[config.mk]
export PLATFORM = sky130hd
export DESIGN_NAME = keypad_scanner
export DESIGN_NICKNAME = d
export VERILOG_FILES = /design/src/rtl/keypad_pkg.sv /design/src/rtl/keypad_sync2.sv /design/src/rtl/keypad_scanner.sv
export SDC_FILE = /design/constraint.sdc
export NUM_CORES = 1
export LEC_CHECK = 0
export ABC_AREA = 1
export CAP_MARGIN = 20
export CORE_MARGIN = 2
export CORE_UTILIZATION = 47
export CTS_CLUSTER_SIZE = 20
export DETAILED_ROUTE_END_ITERATION = 12
export GPL_ROUTABILITY_DRIVEN = 0
export PLACE_DENSITY = 0.85
export SLEW_MARGIN = 25
export SYNTH_ARGS = -nofsm -noshare
export SYNTH_HDL_FRONTEND = slang
export SYNTH_SLANG_ARGS = --single-unit
[constraint.sdc]
create_clock -name clock -period 3 [get_ports clock]
set_input_delay 0.6 -clock clock [delete_from_list [all_inputs] [get_ports clock]]
set_output_delay 0.6 -clock clock [all_outputs]
set_load 0.01 [all_outputs]
[src/rtl/keypad_pkg.sv]
// Shared types for the 4x3 matrix keypad scanner.
package keypad_pkg;

    localparam int NUM_ROWS = 4;
    localparam int NUM_COLS = 3;

    typedef enum logic [1:0] {
        IDLE,
        SCAN,
        DEBOUNCE,
        DONE
    } state_t;

    typedef logic [1:0] row_idx_t;
    typedef logic [1:0] col_idx_t;

    // Lowest-index column reading low; callers only use it when some column is low.
    function automatic col_idx_t lowest_low_col(input logic [NUM_COLS-1:0] cols);
        col_idx_t idx;
        idx = '0;
        for (int c = NUM_COLS - 1; c >= 0; c--) begin
            if (!cols[c]) idx = col_idx_t'(c);
        end
        return idx;
    endfunction

    function automatic logic [NUM_ROWS-1:0] row_drive(input row_idx_t row);
        return ~(NUM_ROWS'(1) << row);
    endfunction

endpackage

[src/rtl/keypad_sync2.sv]
// Two-flop synchronizer, parameterized width and reset value.
module keypad_sync2 #(
    parameter int               WIDTH     = 1,
    parameter logic [WIDTH-1:0] RESET_VAL = '0
) (
    input  logic             clock,
    input  logic             reset_n,
    input  logic [WIDTH-1:0] d_i,
    output logic [WIDTH-1:0] q_o
);

    logic [WIDTH-1:0] meta_q;
    logic [WIDTH-1:0] sync_q;

    always_ff @(posedge clock or negedge reset_n) begin
        if (!reset_n) begin
            meta_q <= RESET_VAL;
            sync_q <= RESET_VAL;
        end else begin
            meta_q <= d_i;
            sync_q <= meta_q;
        end
    end

    assign q_o = sync_q;

endmodule

[src/rtl/keypad_scanner.sv]
// 4x3 keypad scanner; optional debounce stage enabled by KEYPAD_DEBOUNCE_EN.
//  state    | meaning
//  IDLE     | rows released, waiting for a start edge
//  SCAN     | one row driven low per ROW_CYCLES dwell, cols sampled at dwell end
//  DEBOUNCE | candidate key held; same column must stay low DEBOUNCE_CYCLES clocks
//  DONE     | rows released, dataReady high, indices held until next start edge
module keypad_scanner
    import keypad_pkg::*;
#(
    parameter int ROW_CYCLES      = 8,
    parameter int DEBOUNCE_CYCLES = 1000
) (
    input  logic                clock,
    input  logic                reset_n,
    input  logic                start,
    input  logic [NUM_COLS-1:0] cols,
    output logic [NUM_ROWS-1:0] rows,
    output logic                dataReady,
    output logic [31:0]         foundRow,
    output logic [31:0]         foundCol
);

    localparam int CNT_MAX = (ROW_CYCLES > DEBOUNCE_CYCLES) ? ROW_CYCLES : DEBOUNCE_CYCLES;
    localparam int CNT_W   = $clog2(CNT_MAX + 1);
    typedef logic [CNT_W-1:0] cnt_t;
    localparam cnt_t ROW_LOAD = cnt_t'(ROW_CYCLES - 1);
`ifdef KEYPAD_DEBOUNCE_EN
    localparam cnt_t DEB_LOAD = cnt_t'(DEBOUNCE_CYCLES - 1);
    col_idx_t cand_col_q;
`endif

    logic                start_s;
    logic [NUM_COLS-1:0] cols_s;
    logic                start_prev_q;
    logic                start_rise;

    state_t              state_q;
    row_idx_t            row_q;
    cnt_t                cnt_q;
    logic [NUM_ROWS-1:0] rows_q;
    logic                data_ready_q;
    row_idx_t            found_row_q;
    col_idx_t            found_col_q;

    keypad_sync2 #(.WIDTH(1), .RESET_VAL(1'b0)) u_sync_start (
        .clock   (clock),
        .reset_n (reset_n),
        .d_i     (start),
        .q_o     (start_s)
    );

    keypad_sync2 #(.WIDTH(NUM_COLS), .RESET_VAL({NUM_COLS{1'b1}})) u_sync_cols (
        .clock   (clock),
        .reset_n (reset_n),
        .d_i     (cols),
        .q_o     (cols_s)
    );

    assign start_rise = start_s & ~start_prev_q;

    always_ff @(posedge clock or negedge reset_n) begin
        if (!reset_n) begin
            start_prev_q <= 1'b0;
            state_q      <= IDLE;
            row_q        <= '0;
            cnt_q        <= '0;
            rows_q       <= '1;
            data_ready_q <= 1'b0;
            found_row_q  <= '0;
            found_col_q  <= '0;
`ifdef KEYPAD_DEBOUNCE_EN
            cand_col_q   <= '0;
`endif
        end else begin
            start_prev_q <= start_s;
            // A start edge wins over everything, including a sample due this cycle.
            if (start_rise) begin
                state_q      <= SCAN;
                row_q        <= '0;
                cnt_q        <= ROW_LOAD;
                rows_q       <= row_drive('0);
                data_ready_q <= 1'b0;
            end else begin
                case (state_q)
                    SCAN: begin
                        if (cnt_q != '0) begin
                            cnt_q <= cnt_q - cnt_t'(1);
                        end else if (cols_s != '1) begin
`ifdef KEYPAD_DEBOUNCE_EN
                            state_q    <= DEBOUNCE;
                            cand_col_q <= lowest_low_col(cols_s);
                            cnt_q      <= DEB_LOAD;
`else
                            state_q      <= DONE;
                            found_row_q  <= row_q;
                            found_col_q  <= lowest_low_col(cols_s);
                            rows_q       <= '1;
                            data_ready_q <= 1'b1;
`endif
                        end else begin
                            row_q  <= row_q + row_idx_t'(1);
                            cnt_q  <= ROW_LOAD;
                            rows_q <= row_drive(row_q + row_idx_t'(1));
                        end
                    end
`ifdef KEYPAD_DEBOUNCE_EN
                    DEBOUNCE: begin
                        if (!cols_s[cand_col_q]) begin
                            if (cnt_q == '0) begin
                                state_q      <= DONE;
                                found_row_q  <= row_q;
                                found_col_q  <= cand_col_q;
                                rows_q       <= '1;
                                data_ready_q <= 1'b1;
                            end else begin
                                cnt_q <= cnt_q - cnt_t'(1);
                            end
                        end else begin
                            state_q <= SCAN;
                            row_q   <= row_q + row_idx_t'(1);
                            cnt_q   <= ROW_LOAD;
                            rows_q  <= row_drive(row_q + row_idx_t'(1));
                        end
                    end
`endif
                    default: ;
                endcase
            end
        end
    end

    assign rows      = rows_q;
    assign dataReady = data_ready_q;
    assign foundRow  = {30'b0, found_row_q};
    assign foundCol  = {30'b0, found_col_q};

endmodule

==> metrics.yaml, run 1 <==
status: "finished clean"
rsz0062_at_grt: "no"
fmax_mhz: 513
synthFlopType: "dfrtp_1"
hold_class: "reg2reg"
path_cells: "clkdlybuf4s50_1"
cts.root.buffer_cell: "clkbuf_8"
synthCells: 236
synth_area_per_cell_um2: 8.24
cts_buffer_depth: 2
clkTransAtPathRegs_ns: 0.07
synth_area_um2: 1950
cp_top_family: "flip-flops"
critPathBufInv: 1
grt_max_degree: 32
drt_iter0_drc: 57
r2r_end: "cnt_q[9]"
synth_top_area_share_pct: 27.0
grt_pass1_vias: 1178
grt_use_total_pct: 15.1
design.portCount: 75
slowest_delay_ns: 0.53
hp-start: "u_sync_cols.meta_q[1]"
cts_tree: "yes"
drc: 0
cp-end-kind: "output port"
insertion_delay_ns: 0.29
drive_above_1_share_pct: 10.9
cts_hold_buf: 0
cp.arrival_ns: 1.35
p_leak_uw: 0.00103
cp_max_fo: 2
netlist.top_cell.by_area: "dfrtp_1"
setup_viol: 0
cts_setup_buffers: 0
postRouteWirelength_mm: 3.01
synth_commonest_cells: "60 x buf_4, 50 x nand2_1, 21 x dfrtp_1, 21 x inv_1"
fp-row-count: 23
min_to: "u_sync_cols.q_o[1]"
ant_nets: 0
dr_total_vias: 1335
fin_crit_sh_pct: 64.9
grt_overflow: 0
min_path_cells: 0
yosys_warnings: 0
grt_pass1_wl_mm: 5.08
nFillCells: 393
dr.pass1.iters: 4
period_needed_ns: 1.95
die_area_um2: 4670
wl_per_cell_um: 9.82
cts_made_buffers: 5
cts_sinks: 31
yosysSeqAreaShare_pct: 40.5
pre_cts_ws_ns: 1.25
die_h_um: 68.3
async_reset_ff_share_pct: 100
synthTopCellsByArea: "dfrtp_1 27%, buf_4 23%, dfstp_2 14%"
finClkSkew_ns: 0.00642
cts_htree_levels: 2
required_ns: 2.40
ys_ff_latch: 31
portBuffers: 14
synth-edff-count: 0
critPathLaunchType: "flop"
p_total_uw: 1700
routed_via_density: 4.36
setup-tns-final_ns: 0
critPathSlowestCell: "dfstp_2"
antenna_found_initial: 0
setup_slack_ns: 1.05
hpwl_mm: 2.31
path_class: "reg2out"
die_w_um: 68.3
layout.nets: 266
utilization_pct: 50.1
ys_types: 23
hold_viol: 0
coreArea_um2: 4000
syn_to_final_growth_pct: 3.09
max_cap_violations: 0
rr_worst_depth: 9
placed_area_um2: 1910
r2r_slack_ns: 1.23
regToRegStartpoint: "cnt_q[0]"
post_cts_resized: 0
finalMaxSlewViolations: 0
start_util_pct: 48.6
peakVddDrop_mv: 0.391
design_area_um2: 2010
synth.most_common_cell: "buf_4"
diodes: 0
power_density_nw_per_um2: 850
[cells in the final DEF (no fill, tap or decap), types with 6 or more instances in the layout]
master / Yosys / final
clkdlybuf4s50_1: 0 / 14
conb_1: 1 / 60
dfrtp_1: 21 / 21
dfstp_2: 10 / 10
inv_1: 21 / 21
nand2_1: 50 / 50
nand3_1: 10 / 10
nand4_1: 6 / 6
nor2_1: 17 / 17
o21ai_0: 17 / 17
[sequential cells by signal, indices dropped and copies added, names as in the netlist]
name                 flops
found_col_q              2
rows                     4
u_sync_start.meta_q      1
start_prev_q             1
state_q                  2
row_q                    2
u_sync_cols.q_o          3
cnt_q                   10
found_row_q              2
u_sync_cols.meta_q       3
u_sync_start.q_o         1
[cell families after synthesis]
kind of cell | Yosys count | synth area share, %
flip-flops | 31 | 40.5
buffers and inverters | 85 | 28.4
adder cells (fa/ha/maj) | 5 | 3.22
other | 1 | 0.193
AO/OA/AOI/OAI | 23 | 6.69
AND/OR/NAND/NOR | 91 | 21.0
[worst max path at each step]
stage | start | cells past startpoint | slack [ns] | endpoint
floorplan | cnt_q[0] | 8 | 1.50 | cnt_q[2]
global placement | cnt_q[0] | 9 | 1.32 | cnt_q[7]
detailed placement | cnt_q[0] | 9 | 1.25 | cnt_q[9]
CTS | rows[0] | 1 | 1.04 | rows[0]
global route | rows[1] | 1 | 1.0 | rows[1]
finish | rows[1] | 1 | 1.05 | rows[1]
[per-layer routing]
layer	vias to the layer above	share of wire, %	GRT usage (%)
met1	608	40	17.6
met4	0	2.5	8.25
met2	64	49	24.0
li1	655	-	-
met5	-	0	0
met3	8	8.8	5.43
[power breakdown]
part	internal (µW)	total [µW]	leakage, µW	switching (µW)
sequential	571	676	0.000370	106
clock	165	333	0.0000443	168
combinational	276	696	0.000618	420
[area by class of cell]
class,instances,area [µm²],area share (%)
Multi-Input combinational cell,179,827,41.2
Sequential cell,31,788,39.3
Timing Repair Buffer,15,148,7.36
Inverter,23,86.3,4.30
Clock buffer,5,68.8,3.43
Tap cell,50,62.6,3.12
Clock inverter,3,25.0,1.25
[stage by stage]
step | std cells | hold WS [ns]
floorplan | 295 | 0.304
global placement | 298 | 0.342
detailed placement | 298 | 0.347
CTS | 306 | 0.358
global route | 306 | 0.365
finish | 306 | 0.356
No activity file was read; power rests on OpenSTA's default activity.
==> run 2, diff against run 1 <==
CORE_UTILIZATION = 40   (was 47)
PLACE_DENSITY = 0.77   (was 0.85)
clock period = 1.7 ns   (was 3 ns; I/O delays follow)
==> run 2 against run 1 <==
Effect of this change: worst hold slack lost 0.0036 ns; clock power rose by 77%; count of clock-buffer cells in the layout unchanged; utilization decreased by 6.2 points; clock skew up 0.00095 ns; global-route usage shrank 2.7 points; largest power group unchanged; via count grew 1.5%; routed wire length is 1.2% higher; sequential power is 78% higher; sequential cell count unchanged; register-to-register slack got worse by 1.1 ns.
==> metrics.yaml, run 2 (synthesis gave the netlist of run 1 again) <==
status: "finished clean"
fin_crit_sh_pct: 96.3
hpwl_mm: 2.24  # -2.8%
final_common_cell: "conb_1"
rr_worst_depth: 10  # +1
hold_viol: 0  # unchanged
insertion_delay_ns: 0.29  # about the same
finClkSkew_ns: 0.00737  # +0.000954 ns
peakVddDrop_mv: 0.723  # +85%
required_ns: 1.36  # -1.04 ns
cp_max_fo: 4  # +2
die_w_um: 73.7  # +7.9%
hold_slack_ns: 0.353  # -0.00363 ns
setup_slack_ns: 0.0623  # -0.989 ns
start_util_pct: 41.5  # -7.2 points
regToRegStartpoint: "cnt_q[0]"
mostFrequentLayoutCells: "60 x conb_1, 48 x nand2_1, 21 x inv_1, 21 x dfrtp_1, 16 x o21ai_0"
hp-start: "u_sync_start.meta_q"
design.portCount: 75  # unchanged
multi_input_area_um2: 845  # +2.1%
layout.nets: 269  # +1.1%
design_area_um2: 2060  # +2.7%
fp-row-count: 25  # +8.7%
cts_buffer_depth: 2  # unchanged
dp.cells: 305  # +2.3%
largest_register_ffs: 10  # unchanged
nFillCells: 444  # +13%
cp.arrival_ns: 1.30  # -0.05 ns
cts_tree: "yes"
seqCellArea_um2: 788  # unchanged
min_to: "u_sync_start.q_o"
grt_overflow: 0  # unchanged
cts_setup_buffers: 0  # unchanged
die_area_um2: 5440  # +16%
critPathSlowestCell: "clkdlybuf4s50_1"
period_needed_ns: 1.64
hold_class: "reg2reg"
dr_total_vias: 1355  # +1.5%
min_path_cells: 0  # unchanged
slowest_delay_ns: 0.57  # +0.04 ns
ant_nets: 0  # unchanged
largest-register: "cnt_q"
cts_sinks: 31  # unchanged
cp_top_family: "buffers and inverters"
routed_via_density: 4.33  # -0.77%
critPathBufInv: 1  # unchanged
coreArea_um2: 4690  # +17%
cts_htree_levels: 2  # unchanged
pre_cts_ws_ns: 0.108  # -1.14 ns
dr.pass1.iters: 4  # unchanged
fmax_mhz: 611
portBuffers: 14  # unchanged
setup_viol: 0  # unchanged
antenna_found_initial: 0  # unchanged
grt_max_degree: 32  # unchanged
finalNonFillerCells: 313  # +2.3%
p_total_uw: 3050  # +79%
wl_per_cell_um: 9.72  # -1.1%
syn_to_final_growth_pct: 5.92
die_h_um: 73.7  # +7.9%
drive_above_1_share_pct: 13.9  # +3.0 points
grt_pass1_vias: 1188  # +0.85%
power_density_nw_per_um2: 1480  # +74%
drc: 0  # unchanged
clkTransAtPathRegs_ns: 0.07  # about the same
r2r_slack_ns: 0.13  # -1.10 ns
p_leak_uw: 0.00106  # +3.0%
path_cells: "clkdlybuf4s50_1"
diodes: 0  # unchanged
path_class: "reg2out"
critPathLaunchType: "flop"
drt_iter0_drc: 65  # +14%
grt_pass1_wl_mm: 5.13  # +0.95%
grt_use_total_pct: 12.4  # -2.7 points
finalMaxSlewViolations: 0  # unchanged
max_cap_violations: 0  # unchanged
placed_area_um2: 1950  # +2.1%
r2r_end: "cnt_q[7]"
cts.root.buffer_cell: "clkbuf_8"
postRouteWirelength_mm: 3.04  # +1.2%
cts_made_buffers: 5  # unchanged
cp-end-kind: "output port"
-- run 2: cell count changes in the layout (fill, tap and decap cells not counted), sizes merged --
cell           previous run  this run
dlymetal6s2s              0         2
buf                       1         4
clkdlybuf4s50            14        10
dlygate4sd2               0         2
clkinv                    2         1
clkinvlp                  1         2
-- run 2: final cells by class --
cell class	count	share of cell area, %
Clock buffer	5	3.34
Inverter	23	4.19
Sequential cell	31	38.3
Clock inverter	3	0.971
Timing Repair Buffer	18	8.99
Tap cell	54	3.28
Multi-Input combinational cell	179	41.0
-- run 2: worst max-delay path by stage --
stage / slack (ns) / cells after the start / start / to
3_5_place_dp: 0.11 / 10 / cnt_q[0] / cnt_q[7]
3_3_place_gp: 0.16 / 10 / cnt_q[0] / cnt_q[7]
6_report: 0.06 / 1 / state_q[1] / dataReady
5_1_grt: -0.0007 / 9 / u_sync_start.q_o / cnt_q[9]
4_1_cts: 0.004 / 1 / rows[2] / rows[2]
2_1_floorplan: 0.20 / 8 / cnt_q[0] / cnt_q[2]
-- run 2: through the flow --
stage	util, %	TNS [ns]
6_report	43.9	0
5_1_grt	43.9	-0.000678
4_1_cts	43.4	0
3_5_place_dp	41.6	0
3_3_place_gp	41.6	0
2_1_floorplan	-	0
-- run 2: layer usage --
metal | wire length, µm | vias up | track usage (%) | share of wire (%)
met2 | 1400 | 62 | 19.9 | 46
met4 | 55 | 0 | 4.85 | 1.8
met1 | 1360 | 626 | 15.1 | 45
met5 | 0 | - | 0 | 0
met3 | 220 | 6 | 4.53 | 7.2
li1 | - | 661 | - | -
-- run 2: timing repair --
action                     in CTS  in global routing
hold buffers                    0                  0
gates resized for setup         2                  9
setup endpoints to repair       2                 16
pin swaps                       0                  0
-- run 2: power breakdown --
| part | leakage (µW) | internal (µW) | switching [µW] |
|---|---|---|---|
| Combinational | 0.000652 | 515 | 745 |
| Sequential | 0.000370 | 1010 | 197 |
| Clock | 0.0000402 | 284 | 303 |
